**src/rtl/div_seq_pkg.sv**
```systemverilog
// div_seq_pkg: shared state encoding and constants for the iterative divider
package div_seq_pkg;
  localparam int WIDTH_DEF = 32;
  localparam logic [WIDTH_DEF-1:0] DBZ_QUO = '1;
  typedef enum logic [2:0] {IDLE, PREP, RUN, FIXUP, DONE} state_t;
endpackage

```
**src/rtl/div_step.sv**
```systemverilog
// div_step: one combinational restoring shift-subtract iteration
module div_step
  import div_seq_pkg::*;
#(
  parameter int WIDTH = WIDTH_DEF
) (
  input  logic [WIDTH-1:0] i_rem,
  input  logic [WIDTH-1:0] i_quo,
  input  logic [WIDTH-1:0] i_divisor,
  output logic [WIDTH-1:0] o_rem,
  output logic [WIDTH-1:0] o_quo
);
  logic [WIDTH:0] w_sh;
  logic           w_ge;
  assign w_sh  = {i_rem, i_quo[WIDTH-1]};
  assign w_ge  = w_sh >= {1'b0, i_divisor};
  assign o_rem = w_ge ? WIDTH'(w_sh - {1'b0, i_divisor}) : w_sh[WIDTH-1:0];
  assign o_quo = {i_quo[WIDTH-2:0], w_ge};
endmodule

```
**src/rtl/div_sequencer.sv**
```systemverilog
// div_sequencer: multi-cycle DIV/DIVU controller with stall, abort and sign fix-up
module div_sequencer
  import div_seq_pkg::*;
#(
  parameter int WIDTH = WIDTH_DEF,
  parameter int CNT_W = 6
) (
  input  logic             clock,
  input  logic             reset_n,
  input  logic             start_e,
  input  logic             is_signed_e,
  input  logic [WIDTH-1:0] dividend_e,
  input  logic [WIDTH-1:0] divisor_e,
  input  logic             abort,
  output logic             div_stall,
  output logic             busy,
  output logic             result_valid,
  output logic [WIDTH-1:0] div_hi,
  output logic [WIDTH-1:0] div_lo,
  output logic             div_by_zero
);
  state_t           r_state, w_next;
  logic [CNT_W-1:0] r_cnt;
  logic [WIDTH-1:0] r_dvd, r_dvs, r_rem, r_quo, r_hi, r_lo;
  logic [WIDTH-1:0] w_rem, w_quo, w_dvd_abs, w_dvs_abs;
  logic             r_signed, r_neg_q, r_neg_r, r_dbz, w_accept;

  assign w_accept     = r_state == IDLE && start_e && !abort;
  assign w_dvd_abs    = r_signed && r_dvd[WIDTH-1] ? -r_dvd : r_dvd;
  assign w_dvs_abs    = r_signed && r_dvs[WIDTH-1] ? -r_dvs : r_dvs;
  assign busy         = r_state != IDLE;
  assign div_stall    = reset_n && (w_accept || r_state inside {PREP, RUN, FIXUP});
  assign result_valid = r_state == DONE && !abort;
  assign div_hi       = r_hi;
  assign div_lo       = r_lo;
  assign div_by_zero  = r_dbz;

  div_step #(.WIDTH(WIDTH)) u_step (
    .i_rem    (r_rem),
    .i_quo    (r_quo),
    .i_divisor(r_dvs),
    .o_rem    (w_rem),
    .o_quo    (w_quo)
  );

  // state register
  always_ff @(posedge clock or negedge reset_n)
    if (!reset_n) r_state <= IDLE;
    else          r_state <= w_next;

  // next-state: abort wins from any busy state, divide-by-zero skips the iterations
  always_comb begin
    w_next = IDLE;
    if (!(busy && abort))
      case (r_state)
        IDLE:    w_next = w_accept ? PREP : IDLE;
        PREP:    w_next = r_dvs == '0 ? DONE : RUN;
        RUN:     w_next = r_cnt == CNT_W'(1) ? FIXUP : RUN;
        FIXUP:   w_next = DONE;
        default: w_next = IDLE;
      endcase
  end

  // operand capture, iteration datapath and result registers
  always_ff @(posedge clock or negedge reset_n)
    if (!reset_n) begin
      r_cnt    <= '0;
      r_dvd    <= '0;
      r_dvs    <= '0;
      r_rem    <= '0;
      r_quo    <= '0;
      r_hi     <= '0;
      r_lo     <= '0;
      r_signed <= 1'b0;
      r_neg_q  <= 1'b0;
      r_neg_r  <= 1'b0;
      r_dbz    <= 1'b0;
    end else begin
      if (w_accept) begin
        r_dvd    <= dividend_e;
        r_dvs    <= divisor_e;
        r_signed <= is_signed_e;
        r_neg_q  <= is_signed_e && (dividend_e[WIDTH-1] ^ divisor_e[WIDTH-1]);
        r_neg_r  <= is_signed_e && dividend_e[WIDTH-1];
        r_dbz    <= 1'b0;
      end
      if (r_state == PREP && !abort) begin
        if (r_dvs == '0) begin
          r_dbz <= 1'b1;
          r_lo  <= DBZ_QUO;
          r_hi  <= r_dvd;
        end else begin
          r_cnt <= CNT_W'(WIDTH);
          r_rem <= '0;
          r_quo <= w_dvd_abs;
          r_dvs <= w_dvs_abs;
        end
      end
      if (r_state == RUN && !abort) begin
        r_rem <= w_rem;
        r_quo <= w_quo;
        r_cnt <= r_cnt - CNT_W'(1);
      end
      if (r_state == FIXUP && !abort) begin
        r_lo <= r_neg_q ? -r_quo : r_quo;
        r_hi <= r_neg_r ? -r_rem : r_rem;
      end
    end
endmodule

```
**config.mk**
```make
export PLATFORM = sky130hd
export DESIGN_NAME = div_sequencer
export DESIGN_NICKNAME = d
export VERILOG_FILES = /design/src/rtl/div_seq_pkg.sv /design/src/rtl/div_step.sv /design/src/rtl/div_sequencer.sv
export SDC_FILE = /design/constraint.sdc
export NUM_CORES = 1
export LEC_CHECK = 0
export ABC_AREA = 0
export BUFFER_PORTS_ARGS = -buffer_cell sky130_fd_sc_hd__buf_2
export CAP_MARGIN = 20
export CORE_MARGIN = 4
export CORE_UTILIZATION = 65
export DETAILED_ROUTE_END_ITERATION = 7
export HOLD_SLACK_MARGIN = 0.03
export PLACE_DENSITY = 0.92
export SLEW_MARGIN = 30
export SYNTH_ARGS = -nofsm -noshare
export SYNTH_HDL_FRONTEND = slang
export SYNTH_HIERARCHICAL = 1
export SYNTH_SLANG_ARGS = --single-unit
```
**constraint.sdc**
```tcl
create_clock -name clock -period 7.1 [get_ports clock]
set_clock_uncertainty 0.15 [all_clocks]
set_input_delay 1.42 -clock clock [delete_from_list [all_inputs] [get_ports clock]]
set_output_delay 1.42 -clock clock [all_outputs]
set_load 0.005 [all_outputs]
```
==> results of run 1 <==
==> power by group through the flow <==
| stage | logic, mW | registers, mW | clock network, mW |
|---|---|---|---|
| floorplan | 1.06 | 1.75 | 0 |
| global placement | 1.26 | 1.84 | 0 |
| detailed placement | 1.32 | 1.86 | 0 |
| CTS | 1.34 | 1.85 | 1.11 |
| global route | 1.51 | 1.91 | 1.16 |
| finish | 1.35 | 1.87 | 1.10 |
==> worst min path at each step <==
stage	end	start	slack, ns	cells after the start
finish	div_by_zero	div_by_zero	0.33	1
floorplan	r_cnt[3]	r_cnt[3]	0.29	2
global placement	r_cnt[3]	r_cnt[3]	0.31	2
CTS	div_by_zero	div_by_zero	0.33	1
detailed placement	div_by_zero	div_by_zero	0.31	1
global route	div_by_zero	div_by_zero	0.33	1
==> kinds of logic (layout without fill, tap and decap cells) <==
group,count (synthesis),in the layout,synth area share
buf+inv,176,240,0.0663
xor+xnor,114,114,0.0744
flops,205,205,0.382
compound gates,421,421,0.207
mux,54,54,0.0457
fa+ha+maj,39,39,0.0369
simple gates,536,536,0.188
==> cell usage in the layout (no fill, tap or decap), types with 24 or more instances in the layout <==
cell     instances
inv_1           56
nand3_1         28
a22oi_1         27
buf_2          135
o21ai_1         24
nor2_1         122
o21ai_0        104
a21oi_1         85
ha_1            38
dfrtp_1        205
xnor2_1         45
o31ai_1         26
nand2_1        223
xor2_1          69
nor3_1          34
a22o_1          32
==> registers in the layout, summed over array words and instances, names as in the netlist <==
signal and cells:
r_state 3, r_quo 32, div_by_zero 1, r_neg_q 1
r_dvs 32, r_cnt 6, r_rem 32, r_dvd 32
div_hi 32, r_signed 1, div_lo 32, r_neg_r 1
==> layout make-up <==
type / instances / area (sq um) / share of cell area
clock buffers: 32 / 649 / 0.0446
multi-input cells: 1164 / 7430 / 0.510
repair buffers: 144 / 757 / 0.0520
flip-flops and latches: 205 / 5130 / 0.352
well taps: 270 / 338 / 0.0232
clock inverters: 5 / 33.8 / 0.00232
inverters: 59 / 221 / 0.0152
==> cells in the mapped netlist (8+ instances only) <==
master,n,area [sq um]
o41ai_1,19,166
nand4_1,21,131
a21o_1,14,105
a21oi_1,85,425
a22oi_1,27,203
a31oi_1,10,62.6
clkbuf_1,58,218
a22o_1,32,280
nor2_1,122,458
xor2_1,69,604
mux2_4,9,135
o31ai_1,26,195
inv_1,56,210
nor4_1,18,113
ha_1,38,475
xnor2_1,45,394
o211ai_1,8,60.1
buf_4,36,270
nor2b_1,9,56.3
nor3_1,34,170
buf_2,8,40.0
mux2_2,21,236
o21ai_0,104,521
dfrtp_1,205,5130
or3_1,15,93.8
or4_1,17,128
mux2i_1,23,230
a211oi_1,10,75.1
and2_1,8,50.1
nand2_1,224,841
o21ai_1,24,120
buf_6,9,101
nand3_1,29,145
==> layer usage <==
layer,GRT usage,wire length (um)
met5,0,0
met4,0.134,1740
met3,0.0437,3250
met2,0.523,17300
met1,0.401,13900
==> metrics by stage <==
step	hold WS [ns]	utilization	area (sq um)	instances	setup WS, ns
after detailed placement	0.313	0.683	13900	1842	3.10
after floorplan	0.293	-	13400	1545	3.79
final	0.326	0.717	14600	1879	3.19
after global routing	0.333	0.717	14600	1879	2.99
after CTS	0.326	0.717	14600	1879	3.23
after global placement	0.311	0.683	13900	1842	3.17
==> results_dict.tcl, run 1 <==
set metrics [dict create \
    status "complete, no violations" \
    area_growth_pct 8.43 \
    place.gp.congestion 1.07 \
    r2r_end "div_hi[29]" \
    cts_tree "built" \
    crit_type "reg -> reg" \
    power_frac_seq 0.432 \
    crit_required_ns 7.37 \
    clock.fmax_mhz 256 \
    rsz0062_at_grt "no" \
    drtIter0Drc 1189 \
    intPower_mw 2.68 \
    cp.arrival_ns 4.18 \
    grt-ovfl-total 0 \
    grt_pass1_wl_um 57700 \
    dp_hpwl_um 25900 \
    power_frac_comb 0.313 \
    fin_crit_sh 0.551 \
    switching_share 0.380 \
    die_width_um 152 \
    crit_cells 10 \
    ir_worst_vdd_mv 0.186 \
    power.total_mw 4.32 \
    slew_violations 0 \
    vias_per_cell 6.48 \
    worstReg2RegStart "r_dvs[1]" \
    clk_root_buffer_cell "clkbuf_16" \
    nets 1705 \
    hold_viol 0 \
    num_rows 52 \
    r2r_slack_ns 3.19 \
    cts.htree.levels 1 \
    design.core.area_sq_um 20300 \
    syn_area_per_cell_sq_um 8.69 \
    die_area_sq_um 23000 \
    yosysWarnings 6 \
    clkPwrFrac 0.255 \
    vias 12184 \
    hp-class "reg -> reg" \
    worstMarginPinSlew_ns 0.892 \
    ff2ff_path_depth 10 \
    port-buffer-count 136 \
    setup_tns_ns 0 \
    numCtsBuffers 23 \
    cp-start-kind "register" \
    clkLatencyLatePin_ns 0.51 \
    wire_per_inst_um 19.3 \
    cts_setup_buffers 0 \
    path_delay_family "simple AND/OR/NAND/NOR gates" \
    ant_nets 0 \
    drt-pass1-iter-count 6 \
    path_cells "inv_1, ha_1, or3b_1, nor4_4, and3_4, o21ai_2, buf_4, inv_2, o21ai_0, a22oi_1" \
    ys_ff_latch 205 \
    synth_edf_count 0 \
    post_cts_resized 0 \
    ys_types 81 \
    synth-async-reset-ratio 1.00 \
    antenna_cells 0 \
    ys_seq_area_frac 0.382 \
    p_per_area_nw_per_um2 297 \
    crit_path_end_kind "register" \
    cts_hold_buf 0 \
    setup_violations 0 \
    crit_path_max_fanout 49 \
    drc_errors 0 \
    drt-total-wl_um 36200 \
    crit_start "r_dvs[1]" \
    grt_start_max_net_pins 74 \
    clk_pin_slew_worst_paths_ns 0.06 \
    crit_end "div_hi[29]" \
    fillers 1482 \
    drv_cap 0 \
    clk_path_buf_depth 3 \
    die_y_um 152 \
    drive_above_1_share 0.150 \
    critical_path.max_stage_delay_ns 0.64 \
    syn_area_sq_um 13400 \
    start_util 0.662 \
    path_buf_inv 3 \
    synthFlopType "dfrtp_1" \
    p_switching_mw 1.64 \
    p_leak_nw 6.91 \
    slew_headroom 0.405 \
    netlist_instances 1545 \
    num_io_pins 137 \
    grt_util_all_layers 0.310 \
    antenna_found_initial 1 \
    syn-num-nets 1653 \
    period_needed_ns 3.91 \
    first_global_vias 11492 \
    clock_sinks 205 \
    cp_slowest_cell "nor4_4" \
]
Power figures use the tool's default switching activity.
==> run 2: changes to the inputs <==
--- a/config.mk
+++ b/config.mk
@@ -9,10 +9,10 @@
 export BUFFER_PORTS_ARGS = -buffer_cell sky130_fd_sc_hd__buf_2
 export CAP_MARGIN = 20
 export CORE_MARGIN = 4
-export CORE_UTILIZATION = 65
+export CORE_UTILIZATION = 60
 export DETAILED_ROUTE_END_ITERATION = 7
 export HOLD_SLACK_MARGIN = 0.03
-export PLACE_DENSITY = 0.92
+export PLACE_DENSITY = 0.86
 export SLEW_MARGIN = 30
 export SYNTH_ARGS = -nofsm -noshare
 export SYNTH_HDL_FRONTEND = slang
==> constraint.sdc (replaced) <==
create_clock -name clock -period 3.6 [get_ports clock]
set_clock_uncertainty 0.15 [all_clocks]
set_input_delay 0.72 -clock clock [delete_from_list [all_inputs] [get_ports clock]]
set_output_delay 0.72 -clock clock [all_outputs]
set_load 0.005 [all_outputs]
==> results_dict.tcl, run 2 (synthesis gave the netlist of run 1 again) <==
set metrics [dict create \
    first_global_vias 11655 \
    fin_cells 1936 \
    clk_path_buf_depth 3 \
    critical_path.max_stage_delay_ns 0.42 \
    clock.fmax_mhz 291 \
    crit_required_ns 3.85 \
    die_y_um 158 \
    die_width_um 158 \
    p_per_area_nw_per_um2 585 \
    crit_type "reg -> reg" \
    cp-start-kind "register" \
    die_area_sq_um 24800 \
    port-buffer-count 136 \
    vias_per_cell 6.37 \
    wire_per_inst_um 19.7 \
    numCtsBuffers 24 \
    hold_viol 0 \
    area_growth_pct 12.0 \
    grt-ovfl-total 0 \
    period_needed_ns 3.44 \
    power.total_mw 8.80 \
    drtIter0Drc 1114 \
    grt_util_all_layers 0.299 \
    cts.htree.levels 1 \
    place_ws_ns 0.0335 \
    place_inst 1890 \
    worstMarginPinSlew_ns 0.928 \
    status "complete, no violations" \
    vias 12328 \
    drc_errors 0 \
    cp.arrival_ns 3.69 \
    layout_commonest_cell "nand2_1" \
    slew_violations 0 \
    ant_nets 0 \
    place.gp.congestion 0.988 \
    layout_common_cells "nand2_1 (223), dfrtp_1 (203), buf_2 (135)" \
    design.core.area_sq_um 21900 \
    num_rows 54 \
    num_io_pins 137 \
    crit_path_end_kind "register" \
    dp_hpwl_um 27800 \
    timing.hold.ws_ns 0.211 \
    rsz0062_at_grt "no" \
    clk_pin_slew_worst_paths_ns 0.06 \
    clkLatencyLatePin_ns 0.52 \
    clock_sinks 205 \
    antenna_cells 0 \
    path_cells "inv_1, ha_1, nand4_1, nor3_2, o211ai_1, nor4b_4, o21ai_2, a31oi_4, o21a_4, inv_2, buf_12, mux2_2, a22o_1" \
    setup_tns_ns 0 \
    drt-pass1-iter-count 8 \
    nets 1746 \
    p_leak_nw 7.18 \
    grt_pass1_wl_um 60300 \
    hp-class "in -> async" \
    grt_start_max_net_pins 154 \
    setup_violations 0 \
    fin_crit_sh 0.955 \
    ir_worst_vdd_mv 0.325 \
    crit_path_max_fanout 24 \
    slew_headroom 0.381 \
    drt-total-wl_um 38100 \
    antenna_found_initial 0 \
    ff2ff_path_depth 13 \
    drive_above_1_share 0.175 \
    cts_tree "built" \
    drv_cap 0 \
    layout_setup_ws_ns 0.162 \
    clk_root_buffer_cell "clkbuf_16" \
    start_util 0.613 \
    cp_slowest_cell "dfrtp_1" \
]
run 2: final cells by class:
type,instances,area (sq um)
Tap cell,280,350
Clock inverter,6,66.3
Fill cell,1746,6850
Multi-Input combinational cell,1164,7440
Inverter,59,221
Timing Repair Buffer,184,1110
Sequential cell,205,5130
Clock buffer,38,714
run 2: layer usage:
metal  share of wire  global-route usage
met3           0.081              0.0470
met2            0.48               0.508
met1            0.40               0.388
met5               0                   0
met4           0.039               0.110
run 2: what timing repair did:
item | in CTS | in global routing
hold buffers | 0 | 0
setup buffers | 0 | 2
setup endpoints to repair | 0 | 24
gates resized for setup | 0 | 5
endpoints found under the hold margin | 0 | 0
run 2: worst paths after layout:
| path | from | endpoint | slack (ns) |
|---|---|---|---|
| min reg2reg | div_by_zero | div_by_zero | 0.33 |
| max in group asynchronous | reset_n | div_lo[1] | 2.36 |
| min | reset_n | r_quo[31] | 0.21 |
| max reg2reg | r_dvs[9] | r_rem[12] | 0.16 |
| max | r_dvs[9] | r_rem[12] | 0.16 |
| min in group clock | dividend_e[9] | r_dvd[9] | 0.24 |
run 2: power by group:
group	internal (mW)	leakage [nW]	switching (mW)
Sequential	2.89	2.62	0.752
Combinational	1.20	4.18	1.55
Clock	1.43	0.370	0.979
Total	5.52	7.18	3.28
run 2: critical path, delay by kind of cell (launching register included):
kind	cells	cell delay, ns
buffers and inverters	3	0.41
AO/OA/AOI/OAI	5	0.90
flip-flops	1	0.42
adder cells (fa/ha/maj)	1	0.38
AND/OR/NAND/NOR	3	0.67
multiplexers	1	0.38
run 2: stage by stage:
stage	cell area, sq um	util
floorplan	13400	-
finish	15000	0.687
global placement	14200	0.650
CTS	15000	0.685
global route	15000	0.687
detailed placement	14200	0.650
==> run 3: changes to the inputs <==
--- a/config.mk
+++ b/config.mk
@@ -5,14 +5,14 @@
 export SDC_FILE = /design/constraint.sdc
 export NUM_CORES = 1
 export LEC_CHECK = 0
-export ABC_AREA = 0
+export ABC_AREA = 1
 export BUFFER_PORTS_ARGS = -buffer_cell sky130_fd_sc_hd__buf_2
 export CAP_MARGIN = 20
 export CORE_MARGIN = 4
-export CORE_UTILIZATION = 60
+export CORE_UTILIZATION = 66
 export DETAILED_ROUTE_END_ITERATION = 7
 export HOLD_SLACK_MARGIN = 0.03
-export PLACE_DENSITY = 0.86
+export PLACE_DENSITY = 0.92
 export SLEW_MARGIN = 30
 export SYNTH_ARGS = -nofsm -noshare
 export SYNTH_HDL_FRONTEND = slang
==> constraint.sdc (replaced) <==
create_clock -name clock -period 4.32 [get_ports clock]
set_clock_uncertainty 0.15 [all_clocks]
set_input_delay 0.864 -clock clock [delete_from_list [all_inputs] [get_ports clock]]
set_output_delay 0.864 -clock clock [all_outputs]
set_load 0.005 [all_outputs]
==> results_dict.tcl, run 3 <==
set metrics [dict create \
    status "complete, no violations" \
    cp.arrival_ns 3.48 \
    p_leak_nw 9.64 \
    path_buf_inv 3 \
    ant_nets 0 \
    p_per_area_nw_per_um2 755 \
    synth_simple_gate_area_frac 0.425 \
    drv_cap 0 \
    synthMostInstantiatedCell "nand2_1" \
    clk_path_buf_depth 3 \
    wire_per_inst_um 18.0 \
    synthMuxAreaShare 0 \
    clkPwrFrac 0.173 \
    critical_path.max_stage_delay_ns 0.72 \
    ys_seq_area_frac 0.316 \
    drive_above_1_share 0.0991 \
    fin_crit_sh 0.740 \
    start_util 0.669 \
    period_needed_ns 3.20 \
    grt_util_all_layers 0.402 \
    synthFlopType "dfrtp_1" \
    crit_required_ns 4.60 \
    syn_area_sq_um 16200 \
    numCtsBuffers 24 \
    crit_path_max_fanout 57 \
    rsz0062_at_grt "no" \
    grtUsageMet2 0.584 \
    clkLatencyLatePin_ns 0.54 \
    drtIter0Drc 2662 \
    grt-ovfl-total 0 \
    layout_commonest_cell "nand2_1" \
    antenna_found_initial 0 \
    num_rows 57 \
    clock_sinks 205 \
    synth_compound_area_frac 0.0870 \
    layout_common_cells "nand2_1 (932), inv_1 (332), nor2_1 (277)" \
    hold_viol 0 \
    netlist_instances 2620 \
    antenna_cells 0 \
    die_width_um 165 \
    vias 17872 \
    worstMarginPinSlew_ns 0.790 \
    num_io_pins 137 \
    clock.fmax_mhz 313 \
    drc_errors 0 \
    grt_pass1_wl_um 86500 \
    crit_path_end_kind "register" \
    grt_util_met3 0.126 \
    intPower_mw 6.41 \
    synthXorXnorAreaFrac 0.0200 \
    slew_violations 0 \
    syn_area_per_cell_sq_um 6.19 \
    place.gp.congestion 0.994 \
    yosysWarnings 6 \
    synth_fa_ha_area_frac 0.0305 \
    grt_start_max_net_pins 75 \
    clk_root_buffer_cell "clkbuf_16" \
    cp_slowest_cell "dfrtp_1" \
    use_met1 0.578 \
    path_cells "inv_2, nor2_1, nand2_1, nor2_4, buf_4, inv_2, or2_2, nand3_1, nand2_1" \
    vias_per_cell 5.90 \
    synth_area_leader_cell "dfrtp_1" \
    setup_tns_ns 0 \
    post_cts_resized 0 \
    top_usage_layer "met2" \
    design.core.area_sq_um 24200 \
    synth.top_cell.area_share 0.316 \
    cts_hold_buf 0 \
    cp-start-kind "register" \
    synth_top_family_by_area "simple AND/OR/NAND/NOR gates" \
    power_frac_seq 0.285 \
    first_global_vias 16397 \
    fin_cells 3027 \
    power_frac_comb 0.543 \
    cts.htree.levels 1 \
    setup_violations 0 \
    p_switching_mw 6.94 \
    drt-pass1-iter-count 8 \
    synth-async-reset-ratio 1.00 \
    r2r_slack_ns 1.12 \
    ir_worst_vdd_mv 0.419 \
    dp_hpwl_um 41300 \
    nets 2793 \
    port-buffer-count 136 \
    place_inst 2983 \
    synth.area.top_cells "dfrtp_1 (32%), nand2_1 (22%), nand3_1 (8.4%), inv_1 (7.7%), nor2_1 (6.4%)" \
    clk_pin_slew_worst_paths_ns 0.07 \
    seqCellArea_sq_um 5130 \
    fillers 2092 \
    multi_input_area_sq_um 9140 \
    slew_headroom 0.472 \
    area_growth_pct 9.07 \
    die_area_sq_um 27200 \
    switching_share 0.520 \
    crit_type "reg -> reg" \
    ys_types 47 \
    synth_common_cells "nand2_1 (932), inv_1 (333), nor2_1 (278)" \
    synth_edf_count 0 \
    drt-total-wl_um 54600 \
    cts_tree "built" \
    ys_ff_latch 205 \
    hp-class "in -> async" \
    cts_setup_buffers 0 \
    path_delay_family "buffers and inverters" \
    die_y_um 165 \
    syn-num-nets 2728 \
]
==> run 3: changes by cell type after synthesis, sizes merged, moves of 27 or more <==
cell,change
xnor2,-43
nor2,+175
mux2,-31
nand3,+266
inv,+284
nand2,+718
o21ai,+52
xor2,-34
a22oi,-27
a22o,-32
==> run 3: per-stage QoR <==
stage	hold slack (ns)	instance area, sq um	utilization	setup WS, ns	power (mW)
6_report	0.0984	17700	0.730	1.12	13.4
5_1_grt	0.116	17700	0.730	0.866	14.4
4_1_cts	0.101	17700	0.729	1.21	13.1
3_5_place_dp	0.317	16800	0.693	0.982	10.7
3_3_place_gp	0.307	16800	0.692	1.15	10.5
2_1_floorplan	0.322	16200	-	1.57	8.78
==> run 3: per-layer routing <==
metal	vias up	share of wire
li1	8356	-
met1	8166	0.40
met2	1173	0.41
met3	177	0.15
met4	0	0.032
met5	-	0
==> run 3: cells by family (layout without fill, tap and decap cells) <==
group / after synthesis / after routing
adders and majority gates: 39 / 39
xor gates and xnor gates: 37 / 37
buffers and inverters: 458 / 541
AOI/OAI and AO/OA: 269 / 269
and+or+nand+nor: 1612 / 1612
DFF: 205 / 205
==> run 3: final timing paths <==
kind / from / cells after the start / endpoint
worst max register to register: r_state[1] / 9 / r_quo[14]
min in group clock: div_hi[4] / 2 / div_hi[4]
worst min register to register: div_hi[4] / 2 / div_hi[4]
worst min-delay path: reset_n / 1 / r_dvs[21]
worst max-delay path: r_state[1] / 9 / r_quo[14]
max in group asynchronous: reset_n / 3 / r_dvd[5]
==> run 3: power groups by stage <==
stage | Combinational [mW] | Clock, mW | Sequential (mW)
after global routing | 8.16 | 2.38 | 3.85
final | 7.25 | 2.30 | 3.80
after detailed placement | 6.97 | 0 | 3.73
after CTS | 7.05 | 2.30 | 3.71
after global placement | 6.80 | 0 | 3.70
after floorplan | 5.48 | 0 | 3.30
==> run 3: area by class of cell <==
type                            count  area share
Clock buffer                       28      0.0354
Timing Repair Buffer              153      0.0475
Tap cell                          324      0.0229
Clock inverter                     16      0.0146
Inverter                          344      0.0730
Multi-Input combinational cell   1957       0.517
Sequential cell                   205       0.290
